[src/rtl/fwuart_rx.sv]
// UART receiver: 16x oversampled, centre-sampled 8N1 deserialiser with a
// valid/ready byte output and framing-error / overrun pulses.
//
// state     | meaning
// ----------+------------------------------------------------------------
// IDLE      | line idle, waiting for rxd_s low (start edge)
// START     | counting to mid start bit to reject glitches
// DATA      | sampling DATA_BITS data bits at bit centre, LSB first
// STOP      | sampling the stop bit at its centre
// WAIT_IDLE | stop bit was low; hold off until the line returns high
module fwuart_rx #(
    parameter int DATA_BITS = 8
) (
    input  logic       clock,
    input  logic       reset_n,
    input  logic       clock_x16,
    input  logic       rxd,
    output logic [7:0] dat_o,
    output logic       valid_o,
    input  logic       ready_i,
    output logic       frame_err,
    output logic       overrun
);

    localparam logic [2:0] S_IDLE      = 3'd0;
    localparam logic [2:0] S_START     = 3'd1;
    localparam logic [2:0] S_DATA      = 3'd2;
    localparam logic [2:0] S_STOP      = 3'd3;
    localparam logic [2:0] S_WAIT_IDLE = 3'd4;

    logic                 rxd_m;
    logic                 rxd_s;
    logic [2:0]           state;
    logic [3:0]           cnt;
    logic [2:0]           bit_idx;
    logic [DATA_BITS-1:0] shreg;
    logic [7:0]           byte_ext;
    logic                 stop_hit;
    logic                 done;
    logic                 bad_stop;

    always_ff @(posedge clock or negedge reset_n) begin
        if (!reset_n) begin
            rxd_m <= 1'b1;
            rxd_s <= 1'b1;
        end else begin
            rxd_m <= rxd;
            rxd_s <= rxd_m;
        end
    end

    assign stop_hit = (state == S_STOP) && clock_x16 && (cnt == 4'd15);
    assign done     = stop_hit && rxd_s;
    assign bad_stop = stop_hit && !rxd_s;

    always_comb begin
        byte_ext = '0;
        byte_ext[DATA_BITS-1:0] = shreg;
    end

    always_ff @(posedge clock or negedge reset_n) begin
        if (!reset_n) begin
            state   <= S_IDLE;
            cnt     <= 4'd0;
            bit_idx <= 3'd0;
            shreg   <= '0;
        end else begin
            case (state)
                S_IDLE: begin
                    if (!rxd_s) begin
                        state <= S_START;
                        cnt   <= 4'd0;
                    end
                end
                S_START: begin
                    if (clock_x16) begin
                        if (cnt == 4'd7) begin
                            if (rxd_s) begin
                                state <= S_IDLE;
                            end else begin
                                state   <= S_DATA;
                                cnt     <= 4'd0;
                                bit_idx <= 3'd0;
                            end
                        end else begin
                            cnt <= cnt + 4'd1;
                        end
                    end
                end
                S_DATA: begin
                    if (clock_x16) begin
                        if (cnt == 4'd15) begin
                            // Shifting in at the top leaves the first bit in bit 0.
                            shreg   <= {rxd_s, shreg[DATA_BITS-1:1]};
                            cnt     <= 4'd0;
                            bit_idx <= bit_idx + 3'd1;
                            if (bit_idx == 3'(DATA_BITS - 1)) begin
                                state <= S_STOP;
                            end
                        end else begin
                            cnt <= cnt + 4'd1;
                        end
                    end
                end
                S_STOP: begin
                    if (clock_x16) begin
                        if (cnt == 4'd15) begin
                            cnt   <= 4'd0;
                            state <= rxd_s ? S_IDLE : S_WAIT_IDLE;
                        end else begin
                            cnt <= cnt + 4'd1;
                        end
                    end
                end
                S_WAIT_IDLE: begin
                    if (rxd_s) begin
                        state <= S_IDLE;
                    end
                end
                default: begin
                    state <= S_IDLE;
                end
            endcase
        end
    end

    // A completing byte may replace the held one only if it is accepted on the same edge.
    always_ff @(posedge clock or negedge reset_n) begin
        if (!reset_n) begin
            dat_o     <= 8'd0;
            valid_o   <= 1'b0;
            frame_err <= 1'b0;
            overrun   <= 1'b0;
        end else begin
            frame_err <= bad_stop;
            overrun   <= done && valid_o && !ready_i;
            if (done && (!valid_o || ready_i)) begin
                dat_o   <= byte_ext;
                valid_o <= 1'b1;
            end else if (valid_o && ready_i) begin
                valid_o <= 1'b0;
            end
        end
    end

endmodule
[config.mk]
export PLATFORM = sky130hd
export DESIGN_NAME = fwuart_rx
export DESIGN_NICKNAME = d
export VERILOG_FILES = /design/src/rtl/fwuart_rx.sv
export SDC_FILE = /design/constraint.sdc
export NUM_CORES = 1
export LEC_CHECK = 0
export ABC_AREA = 1
export CAP_MARGIN = 10
export CORE_MARGIN = 8
export CORE_UTILIZATION = 40
export CTS_BUF_LIST = sky130_fd_sc_hd__clkbuf_8 sky130_fd_sc_hd__clkbuf_16
export DETAILED_ROUTE_END_ITERATION = 10
export HOLD_SLACK_MARGIN = 0.15
export RECOVER_POWER = 25
export SETUP_SLACK_MARGIN = 0.05
export SLEW_MARGIN = 40
export SYNTH_ARGS = -nofsm -noshare
export SYNTH_HDL_FRONTEND = slang
export SYNTH_SLANG_ARGS = --single-unit
[constraint.sdc]
create_clock -name clock -period 1.6 [get_ports clock]
set_clock_uncertainty 0.2 [all_clocks]
set_input_delay 0.32 -clock clock [delete_from_list [all_inputs] [get_ports clock]]
set_output_delay 0.32 -clock clock [all_outputs]
set_load 0.005 [all_outputs]
==> metrics.cfg, run 1 <==
[critical_path]
ff2ff_setup_slack_ns = 0.05
regToRegEndpoint = dat_o[4]$_DFFE_PN0P_
worstSetupPathType = input port to flip-flop
endpoint_kind = flip-flop
crit_path_max_fanout = 7
r2r-start = cnt[0]$_DFFE_PN0P_
cp.arrival_ns = 1.54
cp.required_ns = 1.58
cp-start-kind = input port
reg2reg_depth = 6

[sta]
setup_violations = 0
whs_ns = 0.156
min_period_ns = 1.56
rsz0062_at_grt = true
tns_ns = 0
slew_headroom = 0.602
finalCritPeriodShare = 0.975
hold_viol_final = 0
maxSlewViolCount = 0
tightestPinTransition_ns = 0.598
fmax_mhz = 641

[detailed_routing]
via_per_inst = 4.75
drtIter0Drc = 57
routedWlPerCell_um = 12.5
dr_total_vias = 1287
drt_pass1_iterations = 4
routed_wl_um = 3380
drc = 0
antenna_left = 0

[yosys]
syn_area_um2 = 1550
synth_nets = 188
yosysSeqAreaShare = 0.502
yosysWarnings = 0
synth_cells = 180
ys_types = 24
synth-seq-cells = 31
syn_area_per_cell_um2 = 8.61

[outcome]
status = completed

[global_routing]
gr-total-overflow = 0
grt.total_usage = 0.119
grt_pass1_wl_um = 5850
grt_max_degree = 22
grt_antenna_before_repair = 0
grt_pass1_vias = 1299

[clock_tree]
clk_pin_slew_ns = 0.07
clk_path_buf_depth = 2
root_buffer = clkbuf_8
clkLatencyLatePin_ns = 0.28
cts_made_buffers = 5
tritoncts = done
cts_htree_levels = 2
cts_sinks = 31

[pwr]
seq_power_share = 0.403
p_leak_nw = 1.10
p_switching_mw = 0.891
p_sw_frac = 0.372
power_frac_comb = 0.332
power.density_nw_per_um2 = 1140
clkPwrFrac = 0.265
vdd_ir_drop_max_v = 0.000640
p_int_mw = 1.50

[job]
maxCapViolations = 0

[floorplanning]
std_cell_rows = 22
die_h_um = 78.2
ioPinCount = 16
start_util = 0.420
die_x_um = 78.2
die_area_um2 = 6120
placeableCoreArea_um2 = 3690

[cells_and_area]
fillCellCount = 329
multi_input_area_um2 = 785
final_common_cell = nand2_1
n_antenna_cell = 0
fin_nets = 230
drive_above_1_share = 0.368
area_growth_pct = 36.0
final_cell_mix = 53 x nand2_1, 25 x dfrtp_1, 19 x buf_4
seq_area_um2 = 783

[worst_hold_path]
min-delay-path-class = flip-flop to flip-flop
min_path_cells = 0
hold_path_startpoint = rxd_m$_DFF_PN1_
hold_path_end = rxd_s$_DFF_PN1_

[place]
detailed_place_hpwl_um = 2350
portBuffers = 15
place.gp.congestion = 0.835

-- kinds of logic (layout without fill, tap and decap cells) --
logic type	count (synthesis)	after routing	share of synthesized area
AND/OR/NAND/NOR	103	104	0.301
AO/OA/AOI/OAI	19	19	0.0953
adder cells (fa/ha/maj)	3	3	0.0242
flip-flops	31	31	0.502
buffers and inverters	24	66	0.0767
-- synthesized netlist by cell type, drive strengths merged --
cell type  number  area [um^2]
nand2          65          254
dfrtp          29          726
inv            20         80.1
nor2           20         92.6
o21ai          17          130
nand3          12         60.1
buf             3         33.8
ha              3         37.5
nand4           3         40.0
dfstp           2         52.6
nand3b          2         15.0
a21oi           1         8.76
clkinv          1         5.00
nor3            1         5.00
o32ai           1         8.76
-- metal layers --
| metal | share of wire | global-route usage | vias up |
|---|---|---|---|
| li1 | - | - | 652 |
| met1 | 0.43 | 0.133 | 611 |
| met2 | 0.52 | 0.200 | 20 |
| met3 | 0.037 | 0.0433 | 4 |
| met4 | 0.011 | 0.0500 | 0 |
| met5 | 0 | 0 | - |
-- power by group through the flow --
| stage | Clock [mW] | Sequential [mW] | Combinational [mW] |
|---|---|---|---|
| after global placement | 0 | 0.944 | 0.626 |
| after floorplan | 0 | 0.934 | 0.460 |
| after global routing | 0.677 | 0.977 | 0.903 |
| final | 0.633 | 0.965 | 0.795 |
| after CTS | 0.659 | 0.953 | 0.703 |
| after detailed placement | 0 | 0.949 | 0.649 |
-- registers in the layout, summed over array words and instances, names as in the netlist --
name	flops
byte_ext	8
dat_o	8
cnt	4
bit_idx	3
state	3
frame_err	1
overrun	1
rxd_m	1
rxd_s	1
valid_o	1
-- critical path: stages --
cell             delay, ns
clkdlybuf4s50_1       0.55
nand4_4               0.15
clkinv_4              0.13
nand4_4               0.19
nand2_1               0.13
o21ai_2               0.05
-- through the flow --
step	setup slack (ns)	area, um^2	util	total power [mW]	std cells
2_1_floorplan	0.0954	1550	-	1.39	180
3_5_place_dp	-0.286	1820	0.494	1.60	253
3_3_place_gp	-0.258	1820	0.494	1.57	253
4_1_cts	0.0517	2010	0.545	2.31	265
5_1_grt	-0.0271	2110	0.571	2.56	271
6_report	0.0396	2110	0.571	2.39	271
-- cell type report --
type / count / area share
Multi-Input combinational cell: 126 / 0.372
Clock buffer: 6 / 0.0392
Clock inverter: 2 / 0.00416
Timing Repair Buffer: 37 / 0.142
Sequential cell: 31 / 0.372
Tap cell: 48 / 0.0285
Inverter: 21 / 0.0422
-- how the worst max path moves through the flow --
stage	start	to	slack, ns	depth (start not counted)
2_1_floorplan	cnt[0]$_DFFE_PN0P_	dat_o[6]$_DFFE_PN0P_	0.1	7
3_3_place_gp	clock_x16	dat_o[3]$_DFFE_PN0P_	-0.26	7
3_5_place_dp	clock_x16	dat_o[0]$_DFFE_PN0P_	-0.29	7
4_1_cts	cnt[1]$_DFFE_PN0P_	bit_idx[1]$_DFFE_PN0P_	0.05	8
5_1_grt	cnt[0]$_DFFE_PN0P_	bit_idx[0]$_DFFE_PN0P_	-0.03	8
6_report	clock_x16	dat_o[4]$_DFFE_PN0P_	0.04	6
-- timing repair --
item,4_1_cts,5_1_grt
buffers inserted,3,6
endpoints found under the setup margin,34,20
hold buffers,0,0
pin swaps,4,13
cloned,1,0
gates resized for setup,26,24
No activity file was read; power rests on OpenSTA's default activity.
==> inputs of run 2 (changes only) <==
DONT_BUFFER_PORTS = 1   (was unset)
PLACE_DENSITY_LB_ADDON = 0.12   (was unset)
==> run 2 against run 1 <==
Compared with the run above: maximum frequency fell by 0.49%; cell area down 8.1%; sequential cell count did not move; hold slack worse by 0.12 ns; global-route usage shrank 1.2 points; die area unchanged; critical path depth is 2 higher; core utilization down 4.6 points; non-clock buffer count is 18 lower; setup slack worse by 0.0077 ns; first-iteration DRC count fell by 8.8%.
==> metrics.cfg, run 2 (same netlist as run 1, synthesis figures left out) <==
[sta]
maxSlewViolCount = 0  ; unchanged
hold_viol_final = 0  ; unchanged
slew_headroom = 0.495  ; -0.107
finalCritPeriodShare = 0.980  ; +0.00482
rsz0062_at_grt = true
tightestPinTransition_ns = 0.758  ; +0.160 ns
fmax_mhz = 638  ; -0.49%
tns_ns = 0  ; unchanged
setup_violations = 0  ; unchanged
min_period_ns = 1.57  ; +0.00771 ns

[critical_path]
cp.arrival_ns = 1.58  ; +0.04 ns
endpoint_kind = flip-flop
worstSetupPathType = flip-flop to flip-flop
cp-start-kind = flip-flop
crit_path_max_fanout = 5  ; -2
cp.required_ns = 1.62  ; +0.04 ns

[place]
place.gp.congestion = 0.933  ; +12%
portBuffers = 0  ; -15
post_dp_cell_area_um2 = 1640  ; -9.9%
detailed_place_hpwl_um = 2120  ; -9.9%

[clock_tree]
tritoncts = done
cts_htree_levels = 2  ; unchanged
clk_pin_slew_ns = 0.07  ; about the same
cts_made_buffers = 5  ; unchanged
clk_path_buf_depth = 2  ; unchanged
cts_sinks = 31  ; unchanged
root_buffer = clkbuf_8
holdBufCountCts = 4  ; +4
clkLatencyLatePin_ns = 0.28  ; about the same

[cells_and_area]
area_growth_pct = 25.0
drive_above_1_share = 0.328  ; -0.0393
final_common_cell = nand2_1
fin_nets = 211  ; -8.3%
fillCellCount = 344  ; +4.6%
final_area_um2 = 1940  ; -8.1%
final_cell_mix = 53 x nand2_1, 28 x dfrtp_1, 17 x inv_1
n_antenna_cell = 0  ; unchanged

[detailed_routing]
routed_wl_um = 3130  ; -7.5%
drc = 0  ; unchanged
drtIter0Drc = 52  ; -8.8%
drt_pass1_iterations = 5  ; +1
dr_total_vias = 1200  ; -6.8%
antenna_left = 0  ; unchanged
via_per_inst = 4.76  ; +0.27%
routedWlPerCell_um = 12.4  ; -0.53%

[floorplanning]
std_cell_rows = 22  ; unchanged
placeableCoreArea_um2 = 3690  ; unchanged
ioPinCount = 16  ; unchanged
die_area_um2 = 6120  ; unchanged
die_x_um = 78.2  ; unchanged
start_util = 0.420  ; unchanged
die_h_um = 78.2  ; unchanged

[global_routing]
grt_pass1_wl_um = 5350  ; -8.5%
grt_pass1_vias = 1220  ; -6.1%
grt_antenna_before_repair = 0  ; unchanged
gr-total-overflow = 0  ; unchanged
grt_max_degree = 32  ; +45%
grt.total_usage = 0.108  ; -0.0115

[pwr]
power.density_nw_per_um2 = 1180  ; +3.9%
seq_power_share = 0.416  ; +0.013
p_leak_nw = 0.993  ; -9.8%
p_int_mw = 1.45  ; -3.7%
p_switching_mw = 0.839  ; -5.8%
clkPwrFrac = 0.254  ; -0.011
vdd_ir_drop_max_v = 0.000474  ; -26%
power_frac_comb = 0.329  ; -0.003
p_sw_frac = 0.367  ; -0.00532

[job]
maxCapViolations = 0  ; unchanged

[outcome]
status = completed

[worst_hold_path]
min-delay-path-class = input port to flip-flop

==> run 2: cell count changes in the layout (fill, tap and decap cells not counted), sizes merged <==
cell | previous run | this run
clkbuf | 8 | 7
dlygate4sd2 | 11 | 0
buf | 20 | 14
nand4 | 4 | 3
clkinvlp | 0 | 1
dlygate4sd3 | 2 | 3
clkdlybuf4s50 | 2 | 0
inv | 20 | 21
clkinv | 3 | 2
==> run 2: worst max-delay path: stages (launching register included) <==
cell and delay [ns]:
dfrtp_1 0.39, ha_4 0.19, nand4_4 0.14, inv_4 0.12, nand4_4 0.14, buf_6 0.17
inv_4 0.06, nand2_1 0.05, nand2_1 0.05
==> run 2: final cells by class <==
class / instances / area, um^2 / area share
multi-input cells: 125 / 743 / 0.384
clock buffers: 5 / 68.8 / 0.0355
repair buffers: 19 / 180 / 0.0930
clock inverters: 3 / 16.3 / 0.00840
flip-flops and latches: 31 / 779 / 0.402
well taps: 48 / 60.1 / 0.0310
inverters: 21 / 88.8 / 0.0459
==> run 2: power groups by stage <==
stage	Combinational, mW	Clock, mW	Sequential [mW]
after CTS	0.674	0.602	0.929
after global routing	0.858	0.637	0.958
after global placement	0.633	0	0.941
after detailed placement	0.640	0	0.943
final	0.753	0.582	0.951
after floorplan	0.460	0	0.934
==> run 2: worst paths after layout <==
| check | to | cells past startpoint | startpoint | slack [ns] |
|---|---|---|---|---|
| min in group asynchronous | cnt[2]$_DFFE_PN0P_ | 2 | reset_n | 0.45 |
| min | frame_err$_DFF_PN0_ | 2 | clock_x16 | 0.04 |
| min reg2reg | rxd_s$_DFF_PN1_ | 0 | rxd_m$_DFF_PN1_ | 0.16 |
| max reg2reg | dat_o[3]$_DFFE_PN0P_ | 8 | cnt[1]$_DFFE_PN0P_ | 0.03 |
| max in group asynchronous | state[2]$_DFFE_PN0P_ | 2 | reset_n | 0.22 |
| max | dat_o[3]$_DFFE_PN0P_ | 8 | cnt[1]$_DFFE_PN0P_ | 0.03 |
==> run 2: per-layer routing <==
metal	track usage	vias to the layer above	routed length, um	share of wire
li1	-	611	-	-
met1	0.121	566	1380	0.44
met2	0.175	19	1550	0.50
met3	0.0387	4	146	0.047
met4	0.0574	0	46	0.015
met5	0	-	0	0
==> run 2: metrics by stage <==
stage | hold WS (ns) | setup WS [ns] | util | std cells | power [mW]
after floorplan | -0.176 | 0.0954 | - | 180 | 1.39
after global placement | -0.175 | -0.0212 | 0.445 | 234 | 1.57
after detailed placement | -0.175 | -0.0423 | 0.445 | 234 | 1.58
after CTS | 0.0487 | 0.0453 | 0.489 | 249 | 2.21
after global routing | 0.0316 | -0.0466 | 0.525 | 252 | 2.45
final | 0.0379 | 0.0319 | 0.525 | 252 | 2.29
==> run 2: timing repair <==
action,4_1_cts,5_1_grt
cloned,0,1
setup endpoints to repair,15,24
pin swaps,0,9
endpoints found under the hold margin,36,2
gates resized for setup,2,30
setup buffers,3,2
==> RTL edit (flow settings as in run 2) <==
The parameter `DATA_BITS` goes from 8 to 6.
--- a/src/rtl/fwuart_rx.sv
+++ b/src/rtl/fwuart_rx.sv
@@ -11,3 +11,3 @@
 module fwuart_rx #(
-    parameter int DATA_BITS = 8
+    parameter int DATA_BITS = 6
 ) (
Behaviour: no difference found for any inputs over 10 cycles, from zero or initial values and one cycle with reset_n low; that may be too few to reach the edited logic, so the function may still have changed.
==> RTL edit against run 2 <==
Total power increased by 10%; global-route usage increased by 0.22 points; clock power decreased by 31%; setup slack got worse by 0.018 ns; area after synthesis decreased by 2.5%; critical path type unchanged; sequential cell count down 4; design area grew 1.4%; worst hold slack improved by 0.12 ns; sequential power is 6.3% lower; wire length grew 12%; core utilization increased by 1.6 points.
==> RTL edit: results (changes against run 2) <==
<table>
<tr><th>Metric</th><th>Value</th></tr>
<tr><th colspan="2">Cells and area</th></tr>
<tr><td>Total number of sequential cells</td><td>27 (was 31)</td></tr>
<tr><td>Share of post-route cells with drive strength above 1</td><td>39.0% (was 32.8%)</td></tr>
<tr><td>Non-clock buffer share of cell area</td><td>14.9% (was 9.30%)</td></tr>
<tr><td>Clk tree area frac</td><td>2.48% (was 4.39%)</td></tr>
<tr><td>Non-clock inverters</td><td>19 (was 21)</td></tr>
<tr><td>Count of buffers not belonging to the clock network in the layout</td><td>33 (was 19)</td></tr>
<tr><td>Post-layout instance area</td><td>0.00196 mm² (was 0.00194 mm²)</td></tr>
<tr><th colspan="2">Hold path</th></tr>
<tr><td>Min-Delay Endpoint</td><td>rxd_s$_DFF_PN1_ (was frame_err$_DFF_PN0_)</td></tr>
<tr><td>Worst min-delay path startpoint</td><td>rxd_m$_DFF_PN1_ (was clock_x16)</td></tr>
<tr><td>Min-Delay Path Depth</td><td>0 (was 2)</td></tr>
<tr><th colspan="2">GRT</th></tr>
<tr><td>Grt met1 use</td><td>14.0% (was 12.1%)</td></tr>
<tr><td>Global Route met2 Usage</td><td>18.8% (was 17.5%)</td></tr>
<tr><td>Pin count of the biggest net entering global routing</td><td>28 (was 32)</td></tr>
<tr><th colspan="2">Critical path</th></tr>
<tr><td>Crit path DAT</td><td>1.56 ns (was 1.58 ns)</td></tr>
<tr><td>Worst R2R End</td><td>dat_o[2]$_DFFE_PN0P_ (was dat_o[3]$_DFFE_PN0P_)</td></tr>
<tr><td>Family with the most delay on the worst path</td><td>simple AND/OR/NAND/NOR gates (was flip-flops)</td></tr>
<tr><th colspan="2">Pwr</th></tr>
<tr><td>Cell internal power dissipation</td><td>1.50 mW (was 1.45 mW)</td></tr>
<tr><td>Comb power</td><td>1.23 mW (was 753 µW)</td></tr>
<tr><th colspan="2">Routing</th></tr>
<tr><td>Iteration-0 DRC Markers</td><td>62 (was 52)</td></tr>
<tr><td>Met1 Routed Length</td><td>1.62 mm (was 1.38 mm)</td></tr>
<tr><th colspan="2">Synthesis</th></tr>
<tr><td>Sequential-to-total area share from yosys stat</td><td>44.9% (was 50.2%)</td></tr>
<tr><td>Ranking of synthesized cells by area</td><td>sky130_fd_sc_hd__dfrtp_1 41%, sky130_fd_sc_hd__nand2_1 14%, sky130_fd_sc_hd__nand3_1 5.3% (was sky130_fd_sc_hd__dfrtp_1 47%, sky130_fd_sc_hd__nand2_1 15%, sky130_fd_sc_hd__o21ai_2 6.8%)</td></tr>
<tr><th colspan="2">Status</th></tr>
<tr><td>Status</td><td>completed (unchanged)</td></tr>
<tr><th colspan="2">Placed design</th></tr>
<tr><td>Pre-CTS setup slack</td><td>-0.0472 ns (was -0.0423 ns)</td></tr>
<tr><th colspan="2">Clocking</th></tr>
<tr><td>CTS clock-pin slew for the worst setup and hold paths</td><td>0.10 ns (was 0.07 ns)</td></tr>
</table>
-- RTL edit: per-stage QoR --
stage	total power [mW]	setup TNS, ns	std cells	util [%]
6_report	2.52	0	258	54.1
5_1_grt	2.71	-0.334	258	54.1
4_1_cts	2.27	0	246	49.1
3_5_place_dp	1.76	-0.169	232	44.4
3_3_place_gp	1.75	-0.109	232	44.4
2_1_floorplan	1.53	0	179	-
-- RTL edit: logic make-up after synthesis --
kind of cell | Yosys count | share of synthesized area (%)
adders and majority gates | 3 | 2.49
other | 1 | 0.248
DFF | 27 | 44.9
xor gates and xnor gates | 1 | 0.580
and+or+nand+nor | 102 | 33.9
AOI/OAI and AO/OA | 18 | 8.87
buffers and inverters | 26 | 9.03
-- RTL edit: repair_timing --
item / CTS / global route
hold endpoints to repair: 31 / 0
setup endpoints to repair: 17 / 23
hold buffers: 5 / 0
setup buffers: 4 / 11
pin swaps: 3 / 7
gates resized for setup: 5 / 29
cloned: 1 / 1
